$ cat src/rtl/cpu_pkg.sv
// rtl/cpu_pkg.sv - shared opcodes, FSM states and strobe bundle for the CPU controller
package cpu_pkg;

   localparam int OPCODE_W = 5;

   typedef logic [OPCODE_W-1:0] opcode_t;

   localparam opcode_t OP_LD   = 5'b00000;
   localparam opcode_t OP_LDI  = 5'b00001;
   localparam opcode_t OP_ST   = 5'b00010;
   localparam opcode_t OP_ADD  = 5'b00011;
   localparam opcode_t OP_SUB  = 5'b00100;
   localparam opcode_t OP_AND  = 5'b00101;
   localparam opcode_t OP_OR   = 5'b00110;
   localparam opcode_t OP_ADDI = 5'b01100;
   localparam opcode_t OP_ANDI = 5'b01101;
   localparam opcode_t OP_ORI  = 5'b01110;
   localparam opcode_t OP_BR   = 5'b10010;
   localparam opcode_t OP_JR   = 5'b10011;
   localparam opcode_t OP_IN   = 5'b10110;
   localparam opcode_t OP_OUT  = 5'b10111;
   localparam opcode_t OP_NOP  = 5'b11010;
   localparam opcode_t OP_HALT = 5'b11011;

   localparam opcode_t ALU_ADD = OP_ADD;

   typedef enum logic [3:0] {RST, T0, T1, T2, T3, T4, T5, T6, T7, HALT, PAUSE} state_t;

   typedef struct packed {
      logic PCout, ZLowout, ZHighout, MDRout, HIout, LOout, Cout, BAout, Rout, InPortOut;
      logic PCin, MARin, MDRin, IRin, Yin, ZLowIn, ZHighIn, HIin, LOin, Rin, CONin, OutPortIn, RAMin;
      logic IncPC, Read, GRA, GRB, GRC;
   } strobes_t;

   // Last execute step of each instruction; T2 covers nop, halt and undefined opcodes.
   function automatic state_t final_step(input opcode_t op);
      case (op)
         OP_LD, OP_ST:                                  final_step = T7;
         OP_BR:                                         final_step = T6;
         OP_LDI, OP_ADD, OP_SUB, OP_AND, OP_OR,
         OP_ADDI, OP_ANDI, OP_ORI:                      final_step = T5;
         OP_JR, OP_IN, OP_OUT:                          final_step = T3;
         default:                                       final_step = T2;
      endcase
   endfunction

endpackage

$ cat src/rtl/control_decode.sv
// rtl/control_decode.sv - combinational decode of (state, opcode, CON) into datapath strobes
module control_decode
   import cpu_pkg::*;
(
   input  state_t   state,
   input  opcode_t  opcode,
   input  logic     con,
   output strobes_t strb,
   output opcode_t  alu_op,
   output logic     run
);

   logic addr_op, reg_alu, imm_alu, br_op;

   assign addr_op = (opcode == OP_LD) || (opcode == OP_LDI) || (opcode == OP_ST);
   assign reg_alu = (opcode == OP_ADD) || (opcode == OP_SUB) || (opcode == OP_AND) || (opcode == OP_OR);
   assign imm_alu = (opcode == OP_ADDI) || (opcode == OP_ANDI) || (opcode == OP_ORI);
   assign br_op   = (opcode == OP_BR);

   always_comb begin
      strb   = '0;
      alu_op = opcode;
      run    = 1'b1;
      // Effective-address and branch-target arithmetic always adds.
      if ((state inside {T3, T4, T5, T6, T7}) && (addr_op || br_op))
         alu_op = ALU_ADD;
      case (state)
         RST, HALT, PAUSE: begin
            run    = 1'b0;
            alu_op = '0;
         end
         T0: begin
            strb.PCout = 1'b1; strb.MARin = 1'b1; strb.IncPC = 1'b1; strb.ZLowIn = 1'b1;
            alu_op = ALU_ADD;
         end
         T1: begin
            strb.ZLowout = 1'b1; strb.PCin = 1'b1; strb.Read = 1'b1; strb.MDRin = 1'b1;
         end
         T2: begin
            strb.MDRout = 1'b1; strb.IRin = 1'b1;
         end
         T3: begin
            if (addr_op) begin
               strb.GRB = 1'b1; strb.BAout = 1'b1; strb.Yin = 1'b1;
            end else if (reg_alu || imm_alu) begin
               strb.GRB = 1'b1; strb.Rout = 1'b1; strb.Yin = 1'b1;
            end else if (br_op) begin
               strb.GRA = 1'b1; strb.Rout = 1'b1; strb.CONin = 1'b1;
            end else if (opcode == OP_JR) begin
               strb.GRA = 1'b1; strb.Rout = 1'b1; strb.PCin = 1'b1;
            end else if (opcode == OP_IN) begin
               strb.InPortOut = 1'b1; strb.GRA = 1'b1; strb.Rin = 1'b1;
            end else if (opcode == OP_OUT) begin
               strb.GRA = 1'b1; strb.Rout = 1'b1; strb.OutPortIn = 1'b1;
            end
         end
         T4: begin
            if (addr_op || imm_alu) begin
               strb.Cout = 1'b1; strb.ZLowIn = 1'b1;
            end else if (reg_alu) begin
               strb.GRC = 1'b1; strb.Rout = 1'b1; strb.ZLowIn = 1'b1;
            end else if (br_op) begin
               strb.PCout = 1'b1; strb.Yin = 1'b1;
            end
         end
         T5: begin
            if (opcode == OP_LD || opcode == OP_ST) begin
               strb.ZLowout = 1'b1; strb.MARin = 1'b1;
            end else if (opcode == OP_LDI || reg_alu || imm_alu) begin
               strb.ZLowout = 1'b1; strb.GRA = 1'b1; strb.Rin = 1'b1;
            end else if (br_op) begin
               strb.Cout = 1'b1; strb.ZLowIn = 1'b1;
            end
         end
         T6: begin
            if (opcode == OP_LD) begin
               strb.Read = 1'b1; strb.MDRin = 1'b1;
            end else if (opcode == OP_ST) begin
               strb.GRA = 1'b1; strb.Rout = 1'b1; strb.MDRin = 1'b1;
            end else if (br_op && con) begin
               strb.ZLowout = 1'b1; strb.PCin = 1'b1;
            end
         end
         T7: begin
            if (opcode == OP_LD) begin
               strb.MDRout = 1'b1; strb.GRA = 1'b1; strb.Rin = 1'b1;
            end else if (opcode == OP_ST) begin
               strb.MDRout = 1'b1; strb.RAMin = 1'b1;
            end
         end
         default: begin
            run    = 1'b0;
            alu_op = '0;
         end
      endcase
   end

endmodule

$ cat src/rtl/control_unit.sv
// rtl/control_unit.sv - hardwired Moore sequencer for the single-bus CPU datapath
module control_unit
   import cpu_pkg::*;
#(
   parameter int WAIT_LIMIT = 15
) (
   input  logic                Clock,
   input  logic                Clear,
   input  logic [31:0]         IR,
   input  logic                CON,
   input  logic                Mem_ready,
   input  logic                Stop,
   output logic                PCout, ZLowout, ZHighout, MDRout, HIout,
   output logic                LOout, Cout, BAout, Rout, InPortOut,
   output logic                PCin, MARin, MDRin, IRin, Yin, ZLowIn, ZHighIn,
   output logic                HIin, LOin, Rin, CONin, OutPortIn, RAMin,
   output logic                IncPC, Read, GRA, GRB, GRC,
   output logic [OPCODE_W-1:0] Alu_op,
   output logic                Run,
   output logic                Mem_err
);

   localparam int CNT_W = $clog2(WAIT_LIMIT + 1);

   state_t     state, next_state;
   logic [CNT_W-1:0] wait_cnt;
   opcode_t    opcode;
   strobes_t   strb;
   logic       mem_step, timeout;
   logic       unused_ir;

   assign opcode    = IR[31:27];
   assign unused_ir = ^IR[26:0];

   assign mem_step = (state == T1) || (state == T6 && opcode == OP_LD) || (state == T7 && opcode == OP_ST);
   assign timeout  = (wait_cnt == CNT_W'(WAIT_LIMIT - 1));

   always_comb begin
      next_state = state;
      case (state)
         RST:   next_state = T0;
         HALT:  next_state = HALT;
         PAUSE: next_state = Stop ? PAUSE : T0;
         default: begin
            if (state == T2 && opcode == OP_HALT)
               next_state = HALT;
            else if (state == final_step(opcode))
               next_state = Stop ? PAUSE : T0;
            else
               next_state = state_t'(state + 4'd1);
         end
      endcase
   end

   // Mem_ready is checked before the timeout so a late-but-in-time reply still succeeds.
   always_ff @(posedge Clock) begin
      if (Clear) begin
         state    <= RST;
         wait_cnt <= '0;
         Mem_err  <= 1'b0;
      end else if (mem_step && !Mem_ready) begin
         if (timeout) begin
            state    <= HALT;
            Mem_err  <= 1'b1;
            wait_cnt <= '0;
         end else begin
            wait_cnt <= wait_cnt + 1'b1;
         end
      end else begin
         state    <= next_state;
         wait_cnt <= '0;
      end
   end

   control_decode u_decode (
      .state  (state),
      .opcode (opcode),
      .con    (CON),
      .strb   (strb),
      .alu_op (Alu_op),
      .run    (Run)
   );

   assign PCout     = strb.PCout;
   assign ZLowout   = strb.ZLowout;
   assign ZHighout  = strb.ZHighout;
   assign MDRout    = strb.MDRout;
   assign HIout     = strb.HIout;
   assign LOout     = strb.LOout;
   assign Cout      = strb.Cout;
   assign BAout     = strb.BAout;
   assign Rout      = strb.Rout;
   assign InPortOut = strb.InPortOut;
   assign PCin      = strb.PCin;
   assign MARin     = strb.MARin;
   assign MDRin     = strb.MDRin;
   assign IRin      = strb.IRin;
   assign Yin       = strb.Yin;
   assign ZLowIn    = strb.ZLowIn;
   assign ZHighIn   = strb.ZHighIn;
   assign HIin      = strb.HIin;
   assign LOin      = strb.LOin;
   assign Rin       = strb.Rin;
   assign CONin     = strb.CONin;
   assign OutPortIn = strb.OutPortIn;
   assign RAMin     = strb.RAMin;
   assign IncPC     = strb.IncPC;
   assign Read      = strb.Read;
   assign GRA       = strb.GRA;
   assign GRB       = strb.GRB;
   assign GRC       = strb.GRC;

endmodule

$ cat config.mk
export PLATFORM = sky130hd
export DESIGN_NAME = control_unit
export DESIGN_NICKNAME = d
export VERILOG_FILES = /design/src/rtl/cpu_pkg.sv /design/src/rtl/control_decode.sv /design/src/rtl/control_unit.sv
export SDC_FILE = /design/constraint.sdc
export NUM_CORES = 1
export LEC_CHECK = 0
export CORE_MARGIN = 1.5
export CORE_UTILIZATION = 39
export CTS_BUF_LIST = sky130_fd_sc_hd__clkbuf_8 sky130_fd_sc_hd__clkbuf_16
export DETAILED_ROUTE_END_ITERATION = 8
export PLACE_DENSITY_LB_ADDON = 0.05
export SLEW_MARGIN = 20
export SYNTH_ARGS = -nofsm -noshare
export SYNTH_HDL_FRONTEND = slang
export SYNTH_SLANG_ARGS = --single-unit
$ cat constraint.sdc
create_clock -name Clock -period 3.15 [get_ports Clock]
set_clock_uncertainty 0.2 [all_clocks]
set_input_delay 0.315 -clock Clock [delete_from_list [all_inputs] [get_ports Clock]]
set_output_delay 0.315 -clock Clock [all_outputs]
set_load 0.05 [all_outputs]
# Yosys cells after proc, flatten, opt, wreduce, memory -nomap -nowiden
# Memories as Yosys holds them, arrays and structs flattened.
# Cells that the tools add are included.
# word_totals
n_memories	1
ff_bits	9
rom_bits	128
elab_cells	140
out_inout_bits	35
# memory_table
name	depth	width	read_ports	rd_ports_with_merged_regs	wr	line	source
(name not given)	32	4	1	0	0	cpu_pkg.sv:37	case (op)
# classes
n_addsub	2
muxes	76
bitwise_logic	1
reduce_logical	30
eq_ne	27
# op_table
cell	n
2-to-1 mux 1 bit	47
2-to-1 mux 4 bit	7
== test 5 bit, second input constant	5
== test 4 x 3 -> 1 bit, second input constant	4
== test 4 bit, second input constant	4
== test 5 x 3 -> 1 bit, second input constant	3
== test 5 x 4 -> 1 bit, second input constant	3
logical OR 1 bit	15
one-hot mux 1 bit (3 select lines)	5
one-hot mux 1 bit (2 select lines)	7
one-hot mux 4 bit (3 select lines)	1
== test 5 x 2 -> 1 bit, second input constant	2
one-hot mux 5 bit (2 select lines)	1
2-to-1 mux 3 bit	3
adder 4 x 1 -> 4 bit, second input constant	2
== test 4 x 2 -> 1 bit, second input constant	2
OR reduction 8 bit	1
OR reduction 7 bit	1
logical AND 1 bit	6
2-to-1 mux 2 bit	3
OR reduction 3 bit	2
== test 5 x 1 -> 1 bit, second input constant	1
logical NOT 5 bit	1
2-to-1 mux 5 bit	1
other kinds (9)	9

# Depth between registers and ports, before layout
# Gate-level depths: netlist (run 1).
# logic_depth
ltp_word	9
ltp_mapped	9
ltp_nobuf	8

# Modules after synthesis
# A second synthesis (run 1) with hierarchy kept.
# hier_totals
hier_cells	201
area_unflattened_um2	1431.4
# by_module_without_submodules
module	n_inst	area_per_inst_um2	cells_per_inst
control_unit	1	779.5	95
control_decode	1	651.9	106

# Least setup slack after synthesis (run 1)
# Ideal clock, no wire load.
# synth_path
path_kind	flip-flop to output port
from	register state[2]
to	output Rout
arrival_time_ns	2.960
stages_incl_launch_ff	8
slack_ns	-0.325
path_buffers	1
path_cell_list	dfxtp_1 -> buf_2 -> inv_1 -> nor2_1 -> nand2_1 -> or2_2 -> nor3_1 -> a311o_1
# synth_via
elab_chain_len	2
word_cells_on_any_way	4
cone_classes	3 x eq/ne; 1 x mux
# synth_lines
element	line	source
from (decl)	control_unit.sv:25	state_t state, next_state;
from (signal assigned)	control_unit.sv:70	state <= next_state;
== test 4 x 3 -> 1 bit	control_decode.sv:27	case (state)
one-hot mux 1 bit (3 select lines) (*)	control_decode.sv:27	
to (decl)	control_unit.sv:14	output logic LOout, Cout, BAout, Rout, InPortOut,
# Every way passes the cells marked *; elsewhere a longest branch is shown, timed or not.

# Final worst setup path (run 1)
# layout_path
from	register state[0]
to	output Run
# layout_via
elab_chain_len	3
word_cells_on_any_way	10
cone_classes	8 x eq/ne; 1 x mux; 1 x reduce/logical
# layout_lines
element	line	source
== test 4 x 2 -> 1 bit (tied with other cells)	control_decode.sv:27	
OR reduction 8 bit (no line) (*)	n/a	
2-to-1 mux 1 bit (*)	control_decode.sv:27	
to (decl)	control_unit.sv:19	output logic Run,
# Marked as above.

==> results.txt, run 1 <==
- The flow ran to the end, and the final reports show no timing, DRC or antenna violations.
- Gp weighted congestion: 0.8864
* Pin count of the biggest net entering global routing: 17
* Cell count after synthesis: roughly 180
* Wire length per cell: 13.76 µm
* Post-route design area: between 1500 and 2000 µm²
- The path class of the tightest hold or removal check is flip-flop to flip-flop.
* Cell row count: 20
- Wire length of the first global-routing pass: 5823 µm
- slightly above 70 I/O pins were placed.
- EDFF count, synth: 0
- In the global route stage, overall resource usage came out at roughly a fifth.
- The net count of the finished layout is 263.
- Count of warnings emitted by yosys: 0
- Along the worst path, the maximum fanout reaches 8.
* Maximum single-stage delay on the critical path: 0.74 ns
* Setup TNS after final layout: 0 ns
* Setup CP Type: flip-flop to output pin
- Cts bufs inserted: 3
* Portion of total power attributed to combinational logic: between 60% and 70%
* Area of placed instances: ~1800 µm²
* Starting Density: roughly two fifths
- For this run, global-route usage on met1 was measured as 30.31%.
- Maximum ir drop on the vdd rail: 285.3 µV
* First-pass iteration count of the detailed router: 4
- Summed over all nets, the switching power comes to between 0.4 and 0.5 mW.
- Residual DRC: 0
- Across all layers, the routed design uses 1,431 vias.
- Grt met3 use: 4.978%
- In this run the deepest clock path goes through 2 buffers.
* Switching Fraction: 50.26%
- Number of storage elements in the synthesis netlist: 9
- Cts hold-fix bufs: 0
- The number of global-route vias before repair came to 1,247.
* Core ar.: 3053 µm²
* Sinks on the clock net: 9
- CP Cell Sequence: inv_1 -> ha_1 -> a2111oi_0 -> o21ai_1 -> clkdlybuf4s50_1
- Share of flip-flops with an asynchronous set or reset: 0%
* PwrDens: 462.1 nW/µm²
- Total congestion overflow: 0
- Part of the power in registers: around 16%
- The number of different library cells used by synthesis comes to 50.
- The worst setup path is launched from a flip-flop.
* Mapped Area: 1255 µm²
* First DRT Iteration DRCs: 82
* M2 GR Usage: 33.23%
- At the pin with the least slew margin, the transition time is between 0.5 and 0.6 ns.
- The clock period could shrink to between 2 and 3 ns.
- Die ar.: 3567 µm²
- TritonCTS built the clock tree.
* Total detailed-routing wirelength: 3618 µm
* Total of cells resized after clock tree synthesis: 0
* Commonest register cell after synthesis: sky130_fd_sc_hd__dfxtp_1
- Arrival time reported for the critical path endpoint: 2.40 ns
* Number of diodes added for antenna fixing: 0
- Post-synthesis sequential area ratio: 14.36%
- Once detail routing completed, the nets flagged for antenna violations numbered 0.
- The worst pin sits at a relative slew slack of 65.35%.
- In the routed layout, each cell is associated on average with a via count of 5.441.
- CTS built an H-tree with a depth of 1.
- The tree is rooted in a sky130_fd_sc_hd__clkbuf_8.
- Timing would allow up to 343.4 MHz.
- Of the cells placed in the final design, the portion with a size suffix greater than 1 is 21.46%.
- The share of total power dissipated in the clock network is 15.8%.
- Latest clock arrival within the worst-skew pair: 0.24 ns
- Critical path's slowest cell: sky130_fd_sc_hd__clkdlybuf4s50_1
- Total leakage power: 0.7476 nW
* Fill cell count: 308
- Total power: 0.8482 mW
- Cell internal power dissipation: roughly 0.42 mW
- Across the run, the number of max-cap violations was 0.
- Once the clock tree was built, the setup fixing pass inserted 0 buffers.
- Max-slew violation count: 0
- Clock slew at the register clock pins of the worst setup and hold paths: about 0.050 ns
- Final count of negative-setup-slack endpoints: 0
- Die W: 59.73 µm
* Setup repair after global routing missed its margin: no
- STA puts the critical path data required time at approximately 2.6 ns.
- Initial antenna violation count: 0
- Number of buffer cells added on primary ports: 38
- The worst setup path is captured at an output pin.
- Most used routing layer: met2
- Compared with the post-synthesis result, the final layout area differs by 46.26%.
- Final Hold Viols: 0
* Final clock period utilization by the worst path: between 90% and 100%
* HPWL after detailed placement: 2829 µm
* Die height: 59.73 µm
- Mean cell area of the mapped netlist: 6.895 µm²
[worst max-delay path: cells and delay by family (launching register included)]
| kind | cells | cell delay (ns) |
|---|---|---|
| buffers and inverters | 2 | 0.86 |
| AOI/OAI and AO/OA | 2 | 0.58 |
| DFF | 1 | 0.49 |
| adders and majority gates | 1 | 0.22 |
[metrics by stage]
step	util, %	worst slack, ns	hold slack [ns]	instances
5_1_grt	60.12	0.06210	0.2884	263
6_report	60.12	0.2381	0.2586	263
2_1_floorplan	-	0.02308	0.1874	187
3_3_place_gp	58.65	0.3661	0.2404	259
4_1_cts	60.12	0.2543	0.2640	263
3_5_place_dp	58.65	0.2825	0.2542	259
[cells by family after synthesis]
family	count (synthesis)	share of synthesized area, %
simple gates	83	35.40
compound gates	48	26.72
fa+ha+maj	6	5.982
flops	9	14.36
xor+xnor	6	4.187
mux	4	3.290
other cells	1	0.2988
buf+inv	25	9.771
[state kept, by name, summed over array words and instances (netlist names)]
signal,cells
state,4
wait_cnt,4
Mem_err,1
[worst paths after layout]
kind         depth (start not counted)  slack [ns]                     end              startpoint
max                                  5        0.24                     Run   state[0]$_SDFFE_PP0P_
min                                  1        0.26  wait_cnt[0]$_SDFF_PP0_  wait_cnt[0]$_SDFF_PP0_
max reg2reg                          9        0.72   state[2]$_SDFFE_PP0P_   state[0]$_SDFFE_PP0P_
min reg2reg                          1        0.26  wait_cnt[0]$_SDFF_PP0_  wait_cnt[0]$_SDFF_PP0_
[synth_stat cells, types with 2 or more instances]
| cell type | count | area, µm² |
|---|---|---|
| sky130_fd_sc_hd__buf_2 | 5 | 25.02 |
| sky130_fd_sc_hd__nand3_1 | 8 | 40.04 |
| sky130_fd_sc_hd__or3b_2 | 2 | 17.52 |
| sky130_fd_sc_hd__ha_1 | 6 | 75.07 |
| sky130_fd_sc_hd__nand2_1 | 11 | 41.29 |
| sky130_fd_sc_hd__a221oi_1 | 2 | 17.52 |
| sky130_fd_sc_hd__nand4_1 | 2 | 12.51 |
| sky130_fd_sc_hd__o211ai_1 | 2 | 15.01 |
| sky130_fd_sc_hd__mux2i_1 | 3 | 30.03 |
| sky130_fd_sc_hd__o31ai_1 | 3 | 22.52 |
| sky130_fd_sc_hd__and2_1 | 6 | 37.54 |
| sky130_fd_sc_hd__buf_4 | 6 | 45.04 |
| sky130_fd_sc_hd__or2_2 | 3 | 18.77 |
| sky130_fd_sc_hd__o221ai_1 | 2 | 17.52 |
| sky130_fd_sc_hd__xor2_1 | 2 | 17.52 |
| sky130_fd_sc_hd__or3_1 | 3 | 18.77 |
| sky130_fd_sc_hd__xnor2_1 | 4 | 35.03 |
| sky130_fd_sc_hd__nor2b_1 | 7 | 43.79 |
| sky130_fd_sc_hd__o22ai_1 | 2 | 12.51 |
| sky130_fd_sc_hd__a31oi_1 | 2 | 12.51 |
| sky130_fd_sc_hd__a21oi_1 | 9 | 45.04 |
| sky130_fd_sc_hd__nor2_1 | 21 | 78.83 |
| sky130_fd_sc_hd__o21ai_0 | 12 | 60.06 |
| sky130_fd_sc_hd__clkbuf_1 | 7 | 26.28 |
| sky130_fd_sc_hd__dfxtp_1 | 9 | 180.2 |
| sky130_fd_sc_hd__and3_1 | 3 | 18.77 |
| sky130_fd_sc_hd__nor3_1 | 6 | 30.03 |
| sky130_fd_sc_hd__o31a_1 | 3 | 26.28 |
| sky130_fd_sc_hd__inv_1 | 7 | 26.28 |
| sky130_fd_sc_hd__nand2b_1 | 4 | 25.02 |
[cell type report]
class	instances	area, µm²	area share [%]
well taps	44	55.05	2.999
repair buffers	46	553.0	30.13
inverters	7	26.28	1.431
clock inverters	1	3.754	0.2045
clock buffers	3	41.29	2.249
flip-flops and latches	9	180.2	9.816
multi-input cells	153	975.9	53.17
[cell usage in the layout, fill, tap and decap left out, types with 5 or more instances in the layout]
cell,count
sky130_fd_sc_hd__o21ai_0,11
sky130_fd_sc_hd__ha_1,6
sky130_fd_sc_hd__nand3_1,8
sky130_fd_sc_hd__nor2b_1,7
sky130_fd_sc_hd__nor2_1,21
sky130_fd_sc_hd__buf_4,19
sky130_fd_sc_hd__dfxtp_1,9
sky130_fd_sc_hd__buf_12,14
sky130_fd_sc_hd__nor3_1,5
sky130_fd_sc_hd__nand2_1,11
sky130_fd_sc_hd__inv_1,8
sky130_fd_sc_hd__clkdlybuf4s50_1,13
sky130_fd_sc_hd__and2_1,6
sky130_fd_sc_hd__a21oi_1,9
sky130_fd_sc_hd__conb_1,6
[routing by layer]
layer / wire (µm) / part of all wire (%) / vias up
met3: 209 / 5.8 / 2
met5: 0 / 0 / -
li1: - / - / 726
met1: 1740 / 48 / 657
met2: 1651 / 46 / 46
met4: 16 / 0.44 / 0
[power groups by stage]
stage / clock network, mW / logic, mW / registers [mW]
3_5_place_dp: 0 / 0.574 / 0.140
5_1_grt: 0.142 / 0.609 / 0.139
6_report: 0.134 / 0.577 / 0.138
3_3_place_gp: 0 / 0.572 / 0.139
4_1_cts: 0.137 / 0.576 / 0.137
2_1_floorplan: 0 / 0.388 / 0.131
(Power assumes the default switching activity.)
==> run 2, diff against run 1 <==
- CORE_UTILIZATION: 39 -> 41
- SYNTH_HIERARCHICAL: unset -> 1
==> run 2 against run 1 <==
Area after synthesis rose by 14%. Die area up 8.1%. Worst setup slack improved by 0.054 ns. Sequential power increased by 22%. Critical path depth up 1. Core utilization is 4.0 points higher. Sequential share of layout area decreased by 1.4 points. Critical endpoint is now Yin. Largest cell class unchanged. Highest routed layer unchanged.
==> results.txt, run 2 <==
- Total via count in the routed design: 1,628
- Clock-pin slew was measured on the worst setup and hold paths at 0.04 ns.
- HP Class: flip-flop to flip-flop
* Count of warnings emitted by yosys: 6
- Final ANT Viol Nets: 0
- In the routed layout, each cell is associated on average with a via count of 5.653.
- Number of diodes added for antenna fixing: 0
- Result of the run: completed
* Final clock period utilization by the worst path: 90.73%
- The share of the Yosys chip area taken by registers is 12.59%.
- Arrival time reported for the critical path endpoint: 2.34 ns
* Leading cell types by count after synthesis: sky130_fd_sc_hd__nand2_1 (14), sky130_fd_sc_hd__nor2_1 (13), sky130_fd_sc_hd__a21oi_1 (12)
- For the worst flop-to-flop path, the logic depth is 7.
- The number of endpoints with negative hold slack in the final report is 0.
- Post-synthesis to final-layout area growth: 49.39%
* Starting Density: 42.89%
- CTS HTree Levels: 1
- Number of non-filler instances in the completed layout: 288
- The post-route netlist has 22.73% of its cells at a drive strength greater than 1.
- Cell count after synthesis: roughly 200
* Combined area of the multi-input logic cells: 1141 µm²
* Cts hold-fix bufs: 0
* Total number of nets in the final design: between 200 and 300
* Data required time at the worst endpoint: around 2.6 ns
- The top cell types in the final layout, fill and taps aside, are sky130_fd_sc_hd__buf_12 (21), sky130_fd_sc_hd__clkdlybuf4s50_1 (15), sky130_fd_sc_hd__nand2_1 (14), sky130_fd_sc_hd__buf_4 (14), sky130_fd_sc_hd__nor2_1 (13).
- For this run, design rule violations remaining after detail routing come to 0.
* Distinct cell type count after synthesis: 62
- Of all flip-flops after synthesis, the portion carrying an async set or reset was 0%.
- First DRT Iteration DRCs: 52
- The final layout contains routed wiring with a total length of 4029 µm.
- The startpoint identified for the worst register-to-register timing path is state[0]$_SDFFE_PP0P_.
- The congestion estimate from routability-driven global placement came to 0.8967.
- Top area cells in the synthesized netlist: sky130_fd_sc_hd__dfxtp_1 (13%), sky130_fd_sc_hd__ha_1 (5.2%), sky130_fd_sc_hd__xnor2_1 (4.3%)
- After Yosys synthesis, and, or, nand and nor cells account for 40.38% of the synthesized area.
- The number of global-route vias before repair was between 1,000 and 1,500.
* Combinational family with the most area after synthesis: simple AND/OR/NAND/NOR gates
- Setup TNS after final layout: 0 ns
- Wire length of the first global-routing pass: about 6100 µm
- PwrDens: 752.0 nW/µm²
- No sink is reached through more buffers than the 2 on the longest clock path.
- Number of max-capacitance violations reported: 0
- Counting flops with a built-in enable in the synthesized netlist gives 0.
- Root Driver: sky130_fd_sc_hd__clkbuf_8
- Cts bufs inserted: 3
- Die W: 62.09 µm
- The clock period could shrink to 2.858 ns.
- For the worst-skew pair, the clock arrives at the later sink with an insertion delay of 0.23 ns.
- In the final routed layout, each cell accounts on average for 13.99 µm.
* Global router's overall resource usage: 20.56%
- Number of instances on the worst hold path: 1
- Storage element area: around 180 µm²
* Die height: 62.09 µm
- Of all cell types, the one taking the most synthesized area is sky130_fd_sc_hd__dfxtp_1.
- In the final layout, the registers with the most flip-flops are state x4, wait_cnt x4, Mem_err x1.
- TritonCTS built the clock tree.
- In this run the standard cell core region covers 3337 µm².
- Max frequency: around 350 MHz
- The startpoint identified for the worst hold timing path is wait_cnt[0]$_SDFF_PP0_.
- Post-synthesis adder-cell area fraction: 5.245%
- Fill cell count: about 290
- Initial antenna violation count: 0
- Crit. End Element: output pin
- Compound-Gate Fraction of Synth Area: 25.00%
- After synthesis, the largest area contributor takes up 12.59% of total cell area.
* Worst-case hold path end point: wait_cnt[0]$_SDFF_PP0_
- Setup repair after global routing missed its margin: no
- Number of buffer cells added on primary ports: 38
- The critical path in this run is classified as input pin to output pin.
* Final count of negative-setup-slack endpoints: 0
* Maximum ir drop on the vdd rail: 391.4 µV
- At the pin with the least slew margin, the transition time is 0.5048 ns.
- Measured against the total synthesized area, the mux share comes to 1.486%.
- After global routing the overflow that remains totals 0.
- Total of cells resized after clock tree synthesis: 0
- The most common cell in the synthesized netlist is sky130_fd_sc_hd__nand2_1.
- Mapped Area: 1431 µm²
- Number of I/O pins: 72
- The clock drives 9 sinks.
- The number of slew-limit violations in the final report was 0.
- Startpoint class of the critical path: input pin
- Once placement completed, the tool counted placed cells totaling between 200 and 300.
- Summing the areas of all xor and xnor instances in the mapped netlist gives between 5 and 6% of the synthesized area.
* Pin count of the biggest net entering global routing: 17
- Cell row count: 21
- In this run the tightest slew margin relative to its limit is between 60% and 70%.
- Mean cell area of the mapped netlist: ~7 µm²
- HPWL after detailed placement: 3236 µm
* First-pass iteration count of the detailed router: 4
- The analysis attributes to cell leakage a power of approximately 0.86 nW.
- The synthesized design contains 9 register bits.
* Most common cell after layout, fill and taps aside: sky130_fd_sc_hd__buf_12
- Commonest register cell after synthesis: sky130_fd_sc_hd__dfxtp_1
* Die ar.: 3855 µm²
- Setup Fix Bufs, Post-CTS: 0
- Reg2reg end: state[1]$_SDFFE_PP0P_
* Peak fanout along the critical path: 11
- Worst reg-to-reg setup slack: 0.55 ns
## run 2: cell type report
| cell class | count | share of cell area [%] |
|---|---|---|
| Clock buffer | 3 | 1.931 |
| Clock inverter | 1 | 0.2341 |
| Inverter | 10 | 1.755 |
| Multi-Input combinational cell | 169 | 53.36 |
| Sequential cell | 9 | 8.426 |
| Tap cell | 46 | 2.692 |
| Timing Repair Buffer | 50 | 31.60 |
## run 2: worst max-delay path: stages
cell	delay (ns)
sky130_fd_sc_hd__clkdlybuf4s50_1	0.60
sky130_fd_sc_hd__and2_1	0.36
sky130_fd_sc_hd__a211o_1	0.38
sky130_fd_sc_hd__mux2i_1	0.14
sky130_fd_sc_hd__nor3b_1	0.36
sky130_fd_sc_hd__buf_12	0.19
## run 2: worst max path at each step
stage | startpoint | endpoint | slack [ns]
floorplan | IR[27] | Yin | 0.27
global placement | IR[27] | Yin | 0.31
detailed placement | IR[27] | state[0]$_SDFFE_PP0P_ | 0.26
CTS | IR[27] | GRA | 0.29
global route | IR[27] | GRA | 0.17
finish | IR[27] | Yin | 0.29
## run 2: kinds of logic after synthesis
| kind of cell | after synthesis |
|---|---|
| muxes | 2 |
| and+or+nand+nor | 93 |
| buffers and inverters | 28 |
| DFF | 9 |
| adders and majority gates | 6 |
| AOI/OAI and AO/OA | 53 |
| other | 1 |
| xor gates and xnor gates | 9 |
## run 2: routing by layer
layer	vias up	share of wire (%)	track usage [%]
li1	805	-	-
met1	747	43	25.71
met2	70	50	37.05
met3	6	5.7	2.899
met4	0	1.8	4.559
met5	-	0	0
## run 2: power by group
| group | switching, mW | total, mW | internal [mW] |
|---|---|---|---|
| sequential | 0.0359 | 0.168 | 0.132 |
| clock | 0.0448 | 0.131 | 0.0861 |
| combinational | 0.772 | 1.31 | 0.537 |
## run 2: metrics by stage
| step | utilization, % | cell area (µm²) | setup slack, ns | hold WS, ns | total power, mW |
|---|---|---|---|---|---|
| final | 64.08 | 2138 | 0.2920 | 0.2621 | 1.608 |
| after floorplan | - | 1458 | 0.2706 | 0.1871 | 0.9748 |
| after detailed placement | 62.69 | 2092 | 0.2575 | 0.2566 | 1.477 |
| after global routing | 64.08 | 2138 | 0.1688 | 0.3121 | 1.698 |
| after CTS | 64.08 | 2138 | 0.2857 | 0.2634 | 1.613 |
| after global placement | 62.69 | 2092 | 0.3050 | 0.2389 | 1.456 |
